File: config.mk
export PLATFORM = sky130hd
export DESIGN_NAME = ifns_serial_decode_ctrl_flat
export DESIGN_NICKNAME = d
export VERILOG_FILES = /design/src/rtl/ifns_serial_decode_ctrl_if.sv /design/src/rtl/ifns_serial_decode_ctrl.sv /design/src/flat_wrapper.sv
export SDC_FILE = /design/constraint.sdc
export NUM_CORES = 1
export LEC_CHECK = 0
export BUFFER_PORTS_ARGS = -buffer_cell sky130_fd_sc_hd__buf_4
export CAP_MARGIN = 15
export CORE_ASPECT_RATIO = 1.2
export CORE_MARGIN = 2
export CORE_UTILIZATION = 30
export CTS_BUF_LIST = sky130_fd_sc_hd__clkbuf_8 sky130_fd_sc_hd__clkbuf_16
export CTS_CLUSTER_SIZE = 24
export DETAILED_ROUTE_END_ITERATION = 10
export PLACE_DENSITY_LB_ADDON = 0.12
export SLEW_MARGIN = 20
export SYNTH_ARGS = -nofsm -noshare
export SYNTH_HDL_FRONTEND = slang
export SYNTH_SLANG_ARGS = --single-unit
export TNS_END_PERCENT = 50
File: constraint.sdc
create_clock -name clk -period 4.1 [get_ports clk]
set_input_delay 0 -clock clk [delete_from_list [all_inputs] [get_ports clk]]
set_output_delay 0 -clock clk [all_outputs]
set_load 0.05 [all_outputs]
File: src/rtl/ifns_serial_decode_ctrl_if.sv
// Handshake bundle between the bus receiver, the IFNS serial decoder and the data sink.
// The master side is the receiver/sink environment; the slave side is the decoder.
interface ifns_serial_decode_ctrl_if;
    logic        in_valid;
    logic        in_ready;
    logic [28:0] in_code;
    logic        out_valid;
    logic        out_ready;
    logic [19:0] out_value;
    logic        busy;

    modport master (
        output in_valid,
        output in_code,
        output out_ready,
        input  in_ready,
        input  out_valid,
        input  out_value,
        input  busy
    );

    modport slave (
        input  in_valid,
        input  in_code,
        input  out_ready,
        output in_ready,
        output out_valid,
        output out_value,
        output busy
    );
endinterface

File: src/rtl/ifns_serial_decode_ctrl.sv
// Multi-cycle decoder for 29-bit Fibonacci-weighted (IFNS) codewords into a 20-bit value.
// LANES code bits are consumed per cycle into a wrapping 20-bit accumulator.
module ifns_serial_decode_ctrl #(
    parameter int LANES = 1
) (
    input  logic                       clk,
    input  logic                       rst,
    ifns_serial_decode_ctrl_if.slave   bus
);

    localparam int CODE_BITS = 29;
    localparam int STEPS     = (CODE_BITS + LANES - 1) / LANES;

    // d29 deliberately weighs 832040 rather than the next Fibonacci number.
    localparam logic [19:0] WEIGHTS [0:CODE_BITS-1] = '{
        20'd1,      20'd1,      20'd2,      20'd3,      20'd5,
        20'd8,      20'd13,     20'd21,     20'd34,     20'd55,
        20'd89,     20'd144,    20'd233,    20'd377,    20'd610,
        20'd987,    20'd1597,   20'd2584,   20'd4181,   20'd6765,
        20'd10946,  20'd17711,  20'd28657,  20'd46368,  20'd75025,
        20'd121393, 20'd196418, 20'd317811, 20'd832040
    };

    typedef enum logic [1:0] {
        IDLE = 2'd0,
        RUN  = 2'd1,
        DONE = 2'd2
    } state_t;

    state_t      state_reg;
    logic [28:0] shift_reg;
    logic [19:0] acc_reg;
    logic [4:0]  cnt_reg;
    logic        out_valid_reg;
    logic [19:0] out_value_reg;
    logic        busy_reg;

    logic [19:0] lane_term [0:LANES-1];
    logic [19:0] sum_next;

    // Lane gi looks at the gi-th unconsumed bit; its absolute code index selects the weight.
    generate
        for (genvar gi = 0; gi < LANES; gi++) begin : g_lane
            logic [7:0]  idx;
            logic [19:0] weight;

            assign idx = (8'(cnt_reg) * 8'(LANES)) + 8'(gi);

            always_comb begin
                weight = '0;
                if (idx < 8'(CODE_BITS)) begin
                    weight = WEIGHTS[idx[4:0]];
                end
            end

            assign lane_term[gi] = shift_reg[gi] ? weight : 20'd0;
        end
    endgenerate

    always_comb begin
        sum_next = acc_reg;
        for (int i = 0; i < LANES; i++) begin
            sum_next = sum_next + lane_term[i];
        end
    end

    always_ff @(posedge clk) begin
        if (rst) begin
            state_reg     <= IDLE;
            shift_reg     <= '0;
            acc_reg       <= '0;
            cnt_reg       <= '0;
            out_valid_reg <= 1'b0;
            out_value_reg <= '0;
            busy_reg      <= 1'b0;
        end else begin
            case (state_reg)
                IDLE: begin
                    if (bus.in_valid) begin
                        shift_reg <= bus.in_code;
                        acc_reg   <= '0;
                        cnt_reg   <= '0;
                        busy_reg  <= 1'b1;
                        state_reg <= RUN;
                    end
                end
                RUN: begin
                    acc_reg   <= sum_next;
                    shift_reg <= shift_reg >> LANES;
                    cnt_reg   <= cnt_reg + 5'd1;
                    if (cnt_reg == 5'(STEPS - 1)) begin
                        out_value_reg <= sum_next;
                        out_valid_reg <= 1'b1;
                        state_reg     <= DONE;
                    end
                end
                DONE: begin
                    if (bus.out_ready) begin
                        out_valid_reg <= 1'b0;
                        busy_reg      <= 1'b0;
                        state_reg     <= IDLE;
                    end
                end
                default: begin
                    out_valid_reg <= 1'b0;
                    busy_reg      <= 1'b0;
                    state_reg     <= IDLE;
                end
            endcase
        end
    end

    // Gated by rst so no handshake can complete while reset is held.
    assign bus.in_ready  = (state_reg == IDLE) && !rst;
    assign bus.out_valid = out_valid_reg;
    assign bus.out_value = out_value_reg;
    assign bus.busy      = busy_reg;

endmodule

File: src/flat_wrapper.sv
// flat-port wrapper written by rule: the top's interface ports become plain ports
module ifns_serial_decode_ctrl_flat 
#(
    parameter int LANES = 1
)
  (clk, rst, bus_in_valid, bus_in_code, bus_out_ready, bus_in_ready, bus_out_valid, bus_out_value, bus_busy);
  ifns_serial_decode_ctrl_if bus_i ();
  input  logic clk;
  input  logic rst;
  input wire logic [$bits(bus_i.in_valid)-1:0] bus_in_valid;
  input wire logic [$bits(bus_i.in_code)-1:0] bus_in_code;
  input wire logic [$bits(bus_i.out_ready)-1:0] bus_out_ready;
  output wire logic [$bits(bus_i.in_ready)-1:0] bus_in_ready;
  output wire logic [$bits(bus_i.out_valid)-1:0] bus_out_valid;
  output wire logic [$bits(bus_i.out_value)-1:0] bus_out_value;
  output wire logic [$bits(bus_i.busy)-1:0] bus_busy;
  assign bus_i.in_valid = bus_in_valid;
  assign bus_i.in_code = bus_in_code;
  assign bus_i.out_ready = bus_out_ready;
  assign bus_in_ready = bus_i.in_ready;
  assign bus_out_valid = bus_i.out_valid;
  assign bus_out_value = bus_i.out_value;
  assign bus_busy = bus_i.busy;
  ifns_serial_decode_ctrl #(.LANES(LANES)) u_core (.clk(clk), .rst(rst), .bus(bus_i));
endmodule
==> impl_metrics.env <==
export IMPL_dp_hpwl_mm=9.88
export IMPL_die_area_um2=17100
export IMPL_start_util_pct=30.7
export IMPL_finalHoldViolCount=0
export IMPL_n_antenna_cell=0
export IMPL_largest_reg_flops=29
export IMPL_cts_path_max_buffers=2
export IMPL_clkSinkCount=78
export IMPL_ys_seq_area_share_pct=32.5
export IMPL_insertion_delay_ns=0.34
export IMPL_htreeDepth=3
export IMPL_final_setup_viol_count=0
export IMPL_rows=50
export IMPL_crit_type="flip-flop to flip-flop"
export IMPL_cts_root_buffer="clkbuf_16"
export IMPL_synth_distinct_cells=52
export IMPL_grt_usage_pct=16.8
export IMPL_max_slew_margin_pct=40.2
export IMPL_core_area_um2=15600
export IMPL_grtUsageMet1_pct=21.2
export IMPL_port_buffers=55
export IMPL_crit_path_start_kind="flip-flop"
export IMPL_holdCritStartpoint="bus_in_code[9]"
export IMPL_dr_pass1_iters=5
export IMPL_required_ns=4.35
export IMPL_synth_ff_type="dfxtp_1"
export IMPL_syn_nets=728
export IMPL_final_cell_mix="136 x nor2_1, 77 x dfxtp_1, 75 x buf_4, 74 x a21oi_1, 58 x nand2_1"
export IMPL_critPathMaxFanout=7
export IMPL_grt_pass1_vias=4711
export IMPL_busiest_layer="met2"
export IMPL_report_final_slew_viol_count=0
export IMPL_synth_seq_cells=78
export IMPL_fin_crit_sh_pct=89.7
export IMPL_vias=4731
export IMPL_status="completed"
export IMPL_io_pins=56
export IMPL_cts_setup_buffers=0
export IMPL_vias_per_cell=5.16
export IMPL_syn_to_final_growth_pct=20.5
export IMPL_postSynthAreaPerCell_um2=7.26
export IMPL_ir_worst_vdd_v=0.000146
export IMPL_met3_usage_pct=3.39
export IMPL_die_y_um=143
export IMPL_grt_setup_unrepaired="no"
export IMPL_p_leak_uw=0.00244
export IMPL_place_congestion=0.867
export IMPL_period_minus_slack_ns=3.68
export IMPL_worstReg2RegStart="u_core.cnt_reg[1]$_SDFFE_PP0P_"
export IMPL_use_met2_pct=27.9
export IMPL_avgRoutedWirePerCell_um=15.4
export IMPL_dpl_instance_area_um2=5480
export IMPL_place_ws_ns=0.328
export IMPL_drv_cap=0
export IMPL_die_width_um=120
export IMPL_cp_data_arrival_time_ns=3.93
export IMPL_async_reset_ff_share_pct=0
export IMPL_syn_inst=662
export IMPL_yosysWarningCount=0
export IMPL_antenna_found_initial=0
export IMPL_worst_pin_slew_ns=0.893
export IMPL_synth_edf_count=0
export IMPL_power_density_nw_per_um2=308
export IMPL_setup_ws_ns=0.421
export IMPL_grt_pass1_wl_mm=23.3
export IMPL_endpoint_kind="flip-flop"
export IMPL_drc=0
export IMPL_postRouteAntennaNets=0
export IMPL_fin_util_pct=37.0
export IMPL_layout_drive_gt1_share_pct=14.4
export IMPL_clk_pin_slew_worst_paths_ns=0.06
export IMPL_grt_max_degree=83
export IMPL_syn_area_um2=4810
export IMPL_final_common_cell="nor2_1"
export IMPL_finalNetCount=770
export IMPL_setup_tns_final_ns=0
export IMPL_stdcell_area_um2=5790
export IMPL_hold_slack_ns=0.0788
export IMPL_overflow=0
export IMPL_wirelength_mm=14.1
export IMPL_first_iter_violations=304
export IMPL_fmax_mhz=272
export IMPL_min_path_type="input pin to flip-flop"
export IMPL_cts_tree="yes"
export IMPL_skew_ns=0.00757
export IMPL_fill_cells=1674
export IMPL_critPathLaunch="u_core.cnt_reg[1]$_SDFFE_PP0P_"
export IMPL_cts_buffers=9
[synth_stat cells, types with 5 or more instances]
library cell | number | area (µm²)
dfxtp_1 | 78 | 1560
a31oi_1 | 6 | 37.5
ha_1 | 32 | 400
nor2_1 | 137 | 514
o21ai_0 | 22 | 110
clkbuf_1 | 43 | 161
xnor2_1 | 12 | 105
a22o_1 | 10 | 87.6
xor2_1 | 8 | 70.1
nor3_1 | 35 | 175
a21oi_1 | 74 | 370
nand2b_1 | 5 | 31.3
nand3_1 | 9 | 45.0
a211oi_1 | 6 | 45.0
nand2_1 | 58 | 218
nand4_1 | 5 | 31.3
a22oi_1 | 10 | 75.1
nor2b_1 | 32 | 200
inv_1 | 14 | 52.6
[final timing paths]
check	endpoint	slack, ns	cells after the start
worst max-delay path	u_core.bus.out_value[19]$_SDFFE_PP0P_	0.42	14
worst min-delay path	u_core.shift_reg[9]$_SDFFE_PP0P_	0.08	5
worst max register to register	u_core.bus.out_value[19]$_SDFFE_PP0P_	0.42	14
worst min register to register	u_core.bus.out_value[9]$_SDFFE_PP0P_	0.46	2
[report_power, final]
part	leakage [µW]	switching (µW)	internal (µW)
clock network	0.000146	338	444
logic	0.00166	117	80.9
registers	0.000637	15.5	787
total	0.00244	471	1310
[cell families (layout without fill, tap and decap cells)]
group	Yosys count	after routing	share of synthesized area (%)
mux	4	4	0.833
compound gates	157	157	19.9
simple gates	309	309	29.6
fa+ha+maj	33	33	8.75
xor+xnor	20	20	3.64
flops	78	78	32.5
buf+inv	61	108	4.76
[metrics by stage]
step / power, µW / cells
2_1_floorplan: 952 / 662
3_3_place_gp: 1020 / 899
3_5_place_dp: 1020 / 899
4_1_cts: 1810 / 917
5_1_grt: 1860 / 917
6_report: 1780 / 917
[layer usage]
layer | wire [µm] | vias up | part of all wire (%)
met3 | 569 | 28 | 4.0
met1 | 6500 | 2227 | 46
met4 | 358 | 0 | 2.5
met2 | 6670 | 112 | 47
met5 | 0 | - | 0
li1 | - | 2364 | -
[worst max-delay path, stage by stage, from the launching register on]
cell and delay (ns):
dfxtp_1 0.42, inv_1 0.18, ha_1 0.46, nand2_1 0.11, a21oi_1 0.17, a311oi_1 0.08
a211oi_1 0.38, ha_1 0.36, nand3_1 0.11, nand2_1 0.06, a31oi_1 0.31, o21ai_1 0.22
a211oi_1 0.35, xnor2_1 0.15, a211oi_1 0.23
[repair_timing]
action                                  in CTS  in global routing
endpoints found under the hold margin        3                  0
endpoints found under the setup margin       0                  4
hold buffers                                 2                  0
resized for setup                            0                  2
[layout make-up]
class                           count  area, µm²  share of cell area (%)
Clock inverter                      5       32.5                   0.562
Sequential cell                    78       1560                    27.0
Timing Repair Buffer               78        603                    10.4
Tap cell                          208        260                    4.49
Inverter                           14       52.6                   0.907
Multi-Input combinational cell    523       3030                    52.3
Clock buffer                       11        253                    4.36
Power figures use the tool's default switching activity.
